`src/rtl/result_bcd_converter.sv`:
```
// Sequential double-dabble binary-to-BCD converter for the calculator display path.
// Optional leading-zero blanking is enabled by defining RESULT_BCD_BLANK_EN.
module result_bcd_converter #(
    parameter int WIDTH  = 14,
    parameter int DIGITS = 4
) (
    input  logic                  clk,
    input  logic                  rst,
    input  logic                  start,
    input  logic [WIDTH-1:0]      bin,
    output logic                  busy,
    output logic                  done,
    output logic [4*DIGITS-1:0]   bcd,
    output logic                  ovf,
    output logic [DIGITS-1:0]     blank
);

    localparam int SCR_W = 4 * (DIGITS + 1);
    localparam int CNT_W = $clog2(WIDTH + 1);
    localparam logic [CNT_W-1:0] CNT_LOAD = CNT_W'(WIDTH);

    typedef enum logic [1:0] {IDLE, SHIFT, DONE} state_t;

    state_t             state, state_nx;
    logic [WIDTH-1:0]   shreg;
    logic [SCR_W-1:0]   scr;
    logic [CNT_W-1:0]   cnt;
    logic               load, shift, fin;
    logic               busy_nx, done_nx;

    function automatic logic [SCR_W-1:0] dabble(input logic [SCR_W-1:0] s);
        logic [SCR_W-1:0] r;
        r = s;
        for (int i = 0; i < DIGITS + 1; i++) begin
            if (r[4*i +: 4] >= 4'd5)
                r[4*i +: 4] = r[4*i +: 4] + 4'd3;
        end
        return r;
    endfunction

    always_ff @(posedge clk) begin
        if (rst)
            state <= IDLE;
        else
            state <= state_nx;
    end

    always_comb begin
        state_nx = state;
        case (state)
            IDLE:    if (start) state_nx = SHIFT;
            SHIFT:   if (cnt == CNT_W'(1)) state_nx = DONE;
            DONE:    state_nx = IDLE;
            default: state_nx = IDLE;
        endcase
    end

    always_comb begin
        load    = (state == IDLE) && start;
        shift   = (state == SHIFT);
        fin     = (state == DONE);
        busy_nx = (state_nx != IDLE);
        done_nx = fin;
    end

    // Conversion datapath: operand, scratch digits and bit counter, no reset needed.
    always_ff @(posedge clk) begin
        if (load) begin
            shreg <= bin;
            scr   <= '0;
            cnt   <= CNT_LOAD;
        end else if (shift) begin
            {scr, shreg} <= {dabble(scr), shreg} << 1;
            cnt          <= cnt - CNT_W'(1);
        end
    end

    always_ff @(posedge clk) begin
        if (rst) begin
            busy <= 1'b0;
            done <= 1'b0;
            bcd  <= '0;
            ovf  <= 1'b0;
        end else begin
            busy <= busy_nx;
            done <= done_nx;
            if (fin) begin
                if (scr[SCR_W-1 -: 4] != 4'd0) begin
                    ovf <= 1'b1;
                    bcd <= {DIGITS{4'h9}};
                end else begin
                    ovf <= 1'b0;
                    bcd <= scr[4*DIGITS-1:0];
                end
            end
        end
    end

`ifdef RESULT_BCD_BLANK_EN
    // A digit blanks only when it and every more significant digit are zero.
    function automatic logic [DIGITS-1:0] blank_mask(input logic [4*DIGITS-1:0] v);
        logic [DIGITS-1:0] m;
        logic              zero;
        m    = '0;
        zero = 1'b1;
        for (int i = DIGITS - 1; i >= 1; i--) begin
            zero = zero && (v[4*i +: 4] == 4'd0);
            m[i] = zero;
        end
        return m;
    endfunction

    always_ff @(posedge clk) begin
        if (rst)
            blank <= {{(DIGITS-1){1'b1}}, 1'b0};
        else if (fin) begin
            if (scr[SCR_W-1 -: 4] != 4'd0)
                blank <= '0;
            else
                blank <= blank_mask(scr[4*DIGITS-1:0]);
        end
    end
`else
    assign blank = '0;
`endif

endmodule

```
`config.mk`:
```
export PLATFORM = sky130hd
export DESIGN_NAME = result_bcd_converter
export DESIGN_NICKNAME = d
export VERILOG_FILES = /design/src/rtl/result_bcd_converter.sv
export SDC_FILE = /design/constraint.sdc
export NUM_CORES = 1
export LEC_CHECK = 0
export CAP_MARGIN = 20
export CORE_MARGIN = 5
export CORE_UTILIZATION = 48
export DETAILED_ROUTE_END_ITERATION = 8
export PLACE_DENSITY = 0.81
export SYNTH_ARGS = -nofsm -noshare
export SYNTH_HDL_FRONTEND = slang
export SYNTH_SLANG_ARGS = --single-unit
```
`constraint.sdc`:
```
create_clock -name clk -period 1.45 [get_ports clk]
set_input_delay 0.145 -clock clk [delete_from_list [all_inputs] [get_ports clk]]
set_output_delay 0.145 -clock clk [all_outputs]
set_load 0.05 [all_outputs]
```
### Word-level counts from Yosys, hierarchy flattened

Index checks and enable logic that the tools add are counted.

| storage, ports and cells | value |
|---|---|
| register bits | 59 |
| input port bits | 17 |
| word-level logic and storage cells | 39 |

| operators by class | value |
|---|---|
| add/subtract/negate cells | 6 |
| magnitude comparators | 5 |
| eq/ne operators | 3 |
| muxes and demuxes | 12 |
| reduce and logical (&&, ||, !) cells | 5 |

Operators with widths:

| operator | number |
|---|---|
| 14-bit 2-to-1 mux | 2 |
| 4-bit by 3-bit greater-or-equal comparator with 1-bit output (second input constant) | 5 |
| 4-bit by 2-bit adder with 4-bit output (second input constant) | 4 |
| 16-bit 2-to-1 mux | 1 |
| 4-bit 2-to-1 mux | 4 |
| 4-bit by 1-bit == test with 1-bit output (second input constant) | 1 |
| 2-bit 2-to-1 mux | 2 |
| 2-bit case mux with 2 select lines | 1 |
| 2-bit nonzero test | 2 |
| 4-bit nonzero test | 1 |
| 4-bit by 1-bit subtractor with 4-bit output (second input constant) | 1 |
| 3-bit by 2-bit adder with 3-bit output (second input constant) | 1 |
| 3-bit 2-to-1 mux | 1 |
| 2-bit by 1-bit == test with 1-bit output (second input constant) | 1 |
| 2-bit == test (second input constant) | 1 |
| 2-bit zero test | 1 |
| 1-bit logical AND | 1 |
| 1-bit 2-to-1 mux | 1 |

### Logic depth before layout (Yosys ltp)

| depth | value |
|---|---|
| word-level depth | 4 |
| mapped depth | 5 |
| gate-level depth less buffers | 5 |

### Least setup slack after synthesis

OpenSTA, ideal clock, no wires.

| timing | value |
|---|---|
| path type | flip-flop to flip-flop |
| start | reg state[0] |
| end | reg shreg[12] (data pin) |
| library setup time | 0.260 ns |
| arrival | 1.154 ns |
| required time | 1.190 ns |
| path slack | 0.036 ns |
| cell stages (with the launch flop) | 4 |
| buffers on the path | 1 |
| cells stage by stage | dfxtp_1 nor3b_2 buf_2 mux2_2 |

| between the ends | value |
|---|---|
| word-level cells in the longest chain between the ends | 3 |

RTL lines:

| element | RTL line | text |
|---|---|---|
| from (decl) | 24 | `state_t state, state_nx;` |
| from (signal assigned) | 45 | `state <= state_nx;` |
| 2-bit zero test | 59 | `load = (state == IDLE) && start;` |
| 1-bit logical AND | 59 |  |
| 14-bit 2-to-1 mux | 68 | `if (load) begin` |
| to (signal assigned) | 69 | `shreg <= bin;` |
| to (signal assigned) | 73 | `{scr, shreg} <= {dabble(scr), shreg} << 1;` |
| to (decl) | 25 | `logic [WIDTH-1:0] shreg;` |

No other way between the ends.
A chain may end at the register's enable or synchronous reset.

### Final worst setup path

| timing | value |
|---|---|
| start | reg scr[16] |
| end | reg scr[18] |

| between the ends | value |
|---|---|
| word-level cells in the longest chain between the ends | 2 |
| elaborated cells between the ends (all ways) | 3 |
| those cells by class | add/sub: 1; order compare: 1; mux: 1 |

RTL lines:

| element | RTL line | text |
|---|---|---|
| from (decl) | 26 | `logic [SCR_W-1:0] scr;` |
| from (signal assigned) | 73 |  |
| 4-bit by 3-bit greater-or-equal comparator with 1-bit output / 3-bit by 2-bit adder with 3-bit output (equally long branches) | 35, 36 |  |
| 3-bit 2-to-1 mux (*) | 35 | `if (r[4*i +: 4] >= 4'd5)` |

Every way passes the cells marked *; elsewhere a longest branch is shown, timed or not.

==> results.cfg <==
[outcome]
status = finished, final reports clean

[floorplanning]
num_rows = 27
num_io_pins = 40
die_x_um = 84.7
start_util_pct = 49.0
core_region_area_mm2 = 0.00547
die_h_um = 84.7
die_area_mm2 = 0.00718

[clock_tree]
cts_buffers = 9
root_buffer = clkbuf_8
clockBufferDepth = 2
htreeDepth = 3
clk_latency_ps = 330
clkTransAtPathRegs_ps = 60
cts.sinks = 59
cts_tree = done

[timing]
fmax_mhz = 716
hold_violations = 0
setup_viol = 0
period_needed_ps = 1400
fin_skew_ps = 9.48
slew_viol_final = 0
setup_tns_ps = 0
fin_crit_sh_pct = 96.3

[min_path]
hp-start = bcd[13]$_SDFFE_PP0P_
min_path_cells = 2
hold_path_class = reg2reg

[route]
drtPass1Iterations = 4
drc = 0
routed-via-count = 2091
antenna_left = 0
via_per_inst = 5.24
routed_wl_um = 5580
wl_per_cell_um = 14.0
drt_iter0_markers = 101

[worst_setup_path]
r2r-start = scr[16]$_SDFFE_PP0P_
rr_worst_depth = 6
path_class = reg2reg
crit_required_ps = 1650
cp-start-kind = flop
cp-end-kind = flop
cp_max_fo = 3
crit_path_start = scr[16]$_SDFFE_PP0P_
arrival_ps = 1600

[run]
maxCapViolations = 0

[place]
port-buffer-count = 35
routabilityCongestion = 0.864
place_area_mm2 = 0.00318
dp_hpwl_um = 4060
place_inst = 382

[global_route]
grt_max_degree = 33
grt_remaining_overflow = 0
grt_pass1_vias = 2051
grt.total_usage_pct = 15.9
antenna_found_initial = 0
grt_pass1_wl_um = 9150

[logic_synthesis]
ys_types = 37
synth-warning-count = 0
synth-main-ff-cell = dfxtp_1
synth_edf_count = 14
syn-cell-area_mm2 = 0.00268
ys_seq_area_share_pct = 49.3
synth_seq_cells = 59
synth_cells = 263
syn_avg_cell_area_um2 = 10.2
async_flop_share_pct = 0

[finish]
fill_cells = 449
nNetsFinal = 352
final-instance-count-excl-fill = 399
layout_common_cells = dfxtp_1, buf_4, nand2_1
final_common_cell = dfxtp_1
drive_above_1_share_pct = 26.6
n_antenna_cell = 0
syn_to_final_growth_pct = 26.1
fin_area_mm2 = 0.00338
postLayoutCoreUtil_pct = 61.7

[power_and_ir_drop]
power_density_mw_per_mm2 = 1040
leakage_nw = 1.29
power.total_mw = 3.51
vdd_drop_max_uv = 628
-- report_power, final --
group	leakage [nW]	switching (mW)	internal (mW)	total (mW)
Combinational	0.695	0.198	0.180	0.378
Clock	0.0905	0.601	0.710	1.31
Sequential	0.507	0.0389	1.78	1.82
Total	1.29	0.838	2.67	3.51
-- worst paths after layout --
| kind | endpoint | slack [ps] |
|---|---|---|
| max | scr[18]$_SDFFE_PP0P_ | 50 |
| min | bcd[13]$_SDFFE_PP0P_ | 460 |
| max reg2reg | scr[18]$_SDFFE_PP0P_ | 50 |
| min reg2reg | bcd[13]$_SDFFE_PP0P_ | 460 |
-- cell type report --
class | count | area, µm² | share of cell area [%]
clock buffer | 14 | 163 | 4.81
clock inverter | 2 | 10.0 | 0.296
inverter | 24 | 90.1 | 2.67
multi-input combinational | 169 | 1200 | 35.6
sequential | 59 | 1330 | 39.2
tap | 72 | 90.1 | 2.67
timing repair buffer | 59 | 499 | 14.8
-- metal layers --
layer | global-route usage, % | vias up | wire length, µm
met5 | 0 | - | 0
met3 | 4.61 | 9 | 223
met4 | 6.62 | 0 | 72
met2 | 27.0 | 33 | 2830
met1 | 18.8 | 997 | 2460
li1 | - | 1052 | -
-- registers in the layout, summed over array words and instances, names as in the netlist --
register and flops:
bcd 16, cnt 4, ovf 1, done 1, state 2, shreg 14
scr 20, busy 1
-- cells by family after synthesis --
kind of cell | synth area share (%)
buf+inv | 6.82
compound gates | 19.2
mux | 5.46
flops | 49.3
xor+xnor | 1.31
fa+ha+maj | 6.07
other cells | 0.140
simple gates | 11.7
-- what timing repair did --
item | 4_1_cts | 5_1_grt
gates cloned | 0 | 0
hold buffers | 0 | 0
pin swaps | 0 | 1
gates resized for setup | 1 | 6
buffers inserted | 0 | 1
endpoints found under the setup margin | 8 | 31
-- critical path, cell delays in order, from the launching register on --
cell and delay (ps):
dfxtp_1 360, inv_1 70, buf_4 140, ha_1 210, nor2b_1 170, o2111ai_1 210
o211ai_1 110
-- synthesized netlist by cell type, types with 2 or more instances --
master	n	area [µm²]
o21bai_1	2	15.0
o21ai_1	3	15.0
o221ai_1	5	43.8
o211ai_1	5	37.5
and3_1	2	12.5
dfxtp_1	45	901
edfxtp_1	14	420
a21oi_1	17	85.1
buf_2	5	25.0
o32ai_1	4	35.0
inv_1	22	82.6
o21a_1	5	37.5
nor3_1	2	10.0
xnor2_1	4	35.0
ha_1	13	163
nor2b_1	6	37.5
nand2_1	29	109
o221a_2	8	90.1
o2111ai_1	10	87.6
nor2_1	8	30.0
nand3_1	5	25.0
mux2_2	13	146
o21ai_0	10	50.1
buf_4	7	52.6
nand2b_1	7	43.8
-- stage by stage --
stage | hold slack (ps) | setup slack (ps)
after detailed placement | 452 | -227
after global routing | 475 | -10.3
after global placement | 446 | -193
after CTS | 460 | 9.26
after floorplan | 217 | 35.8
final | 459 | 53.8
Note: power is estimated with default switching activity, not from simulation.
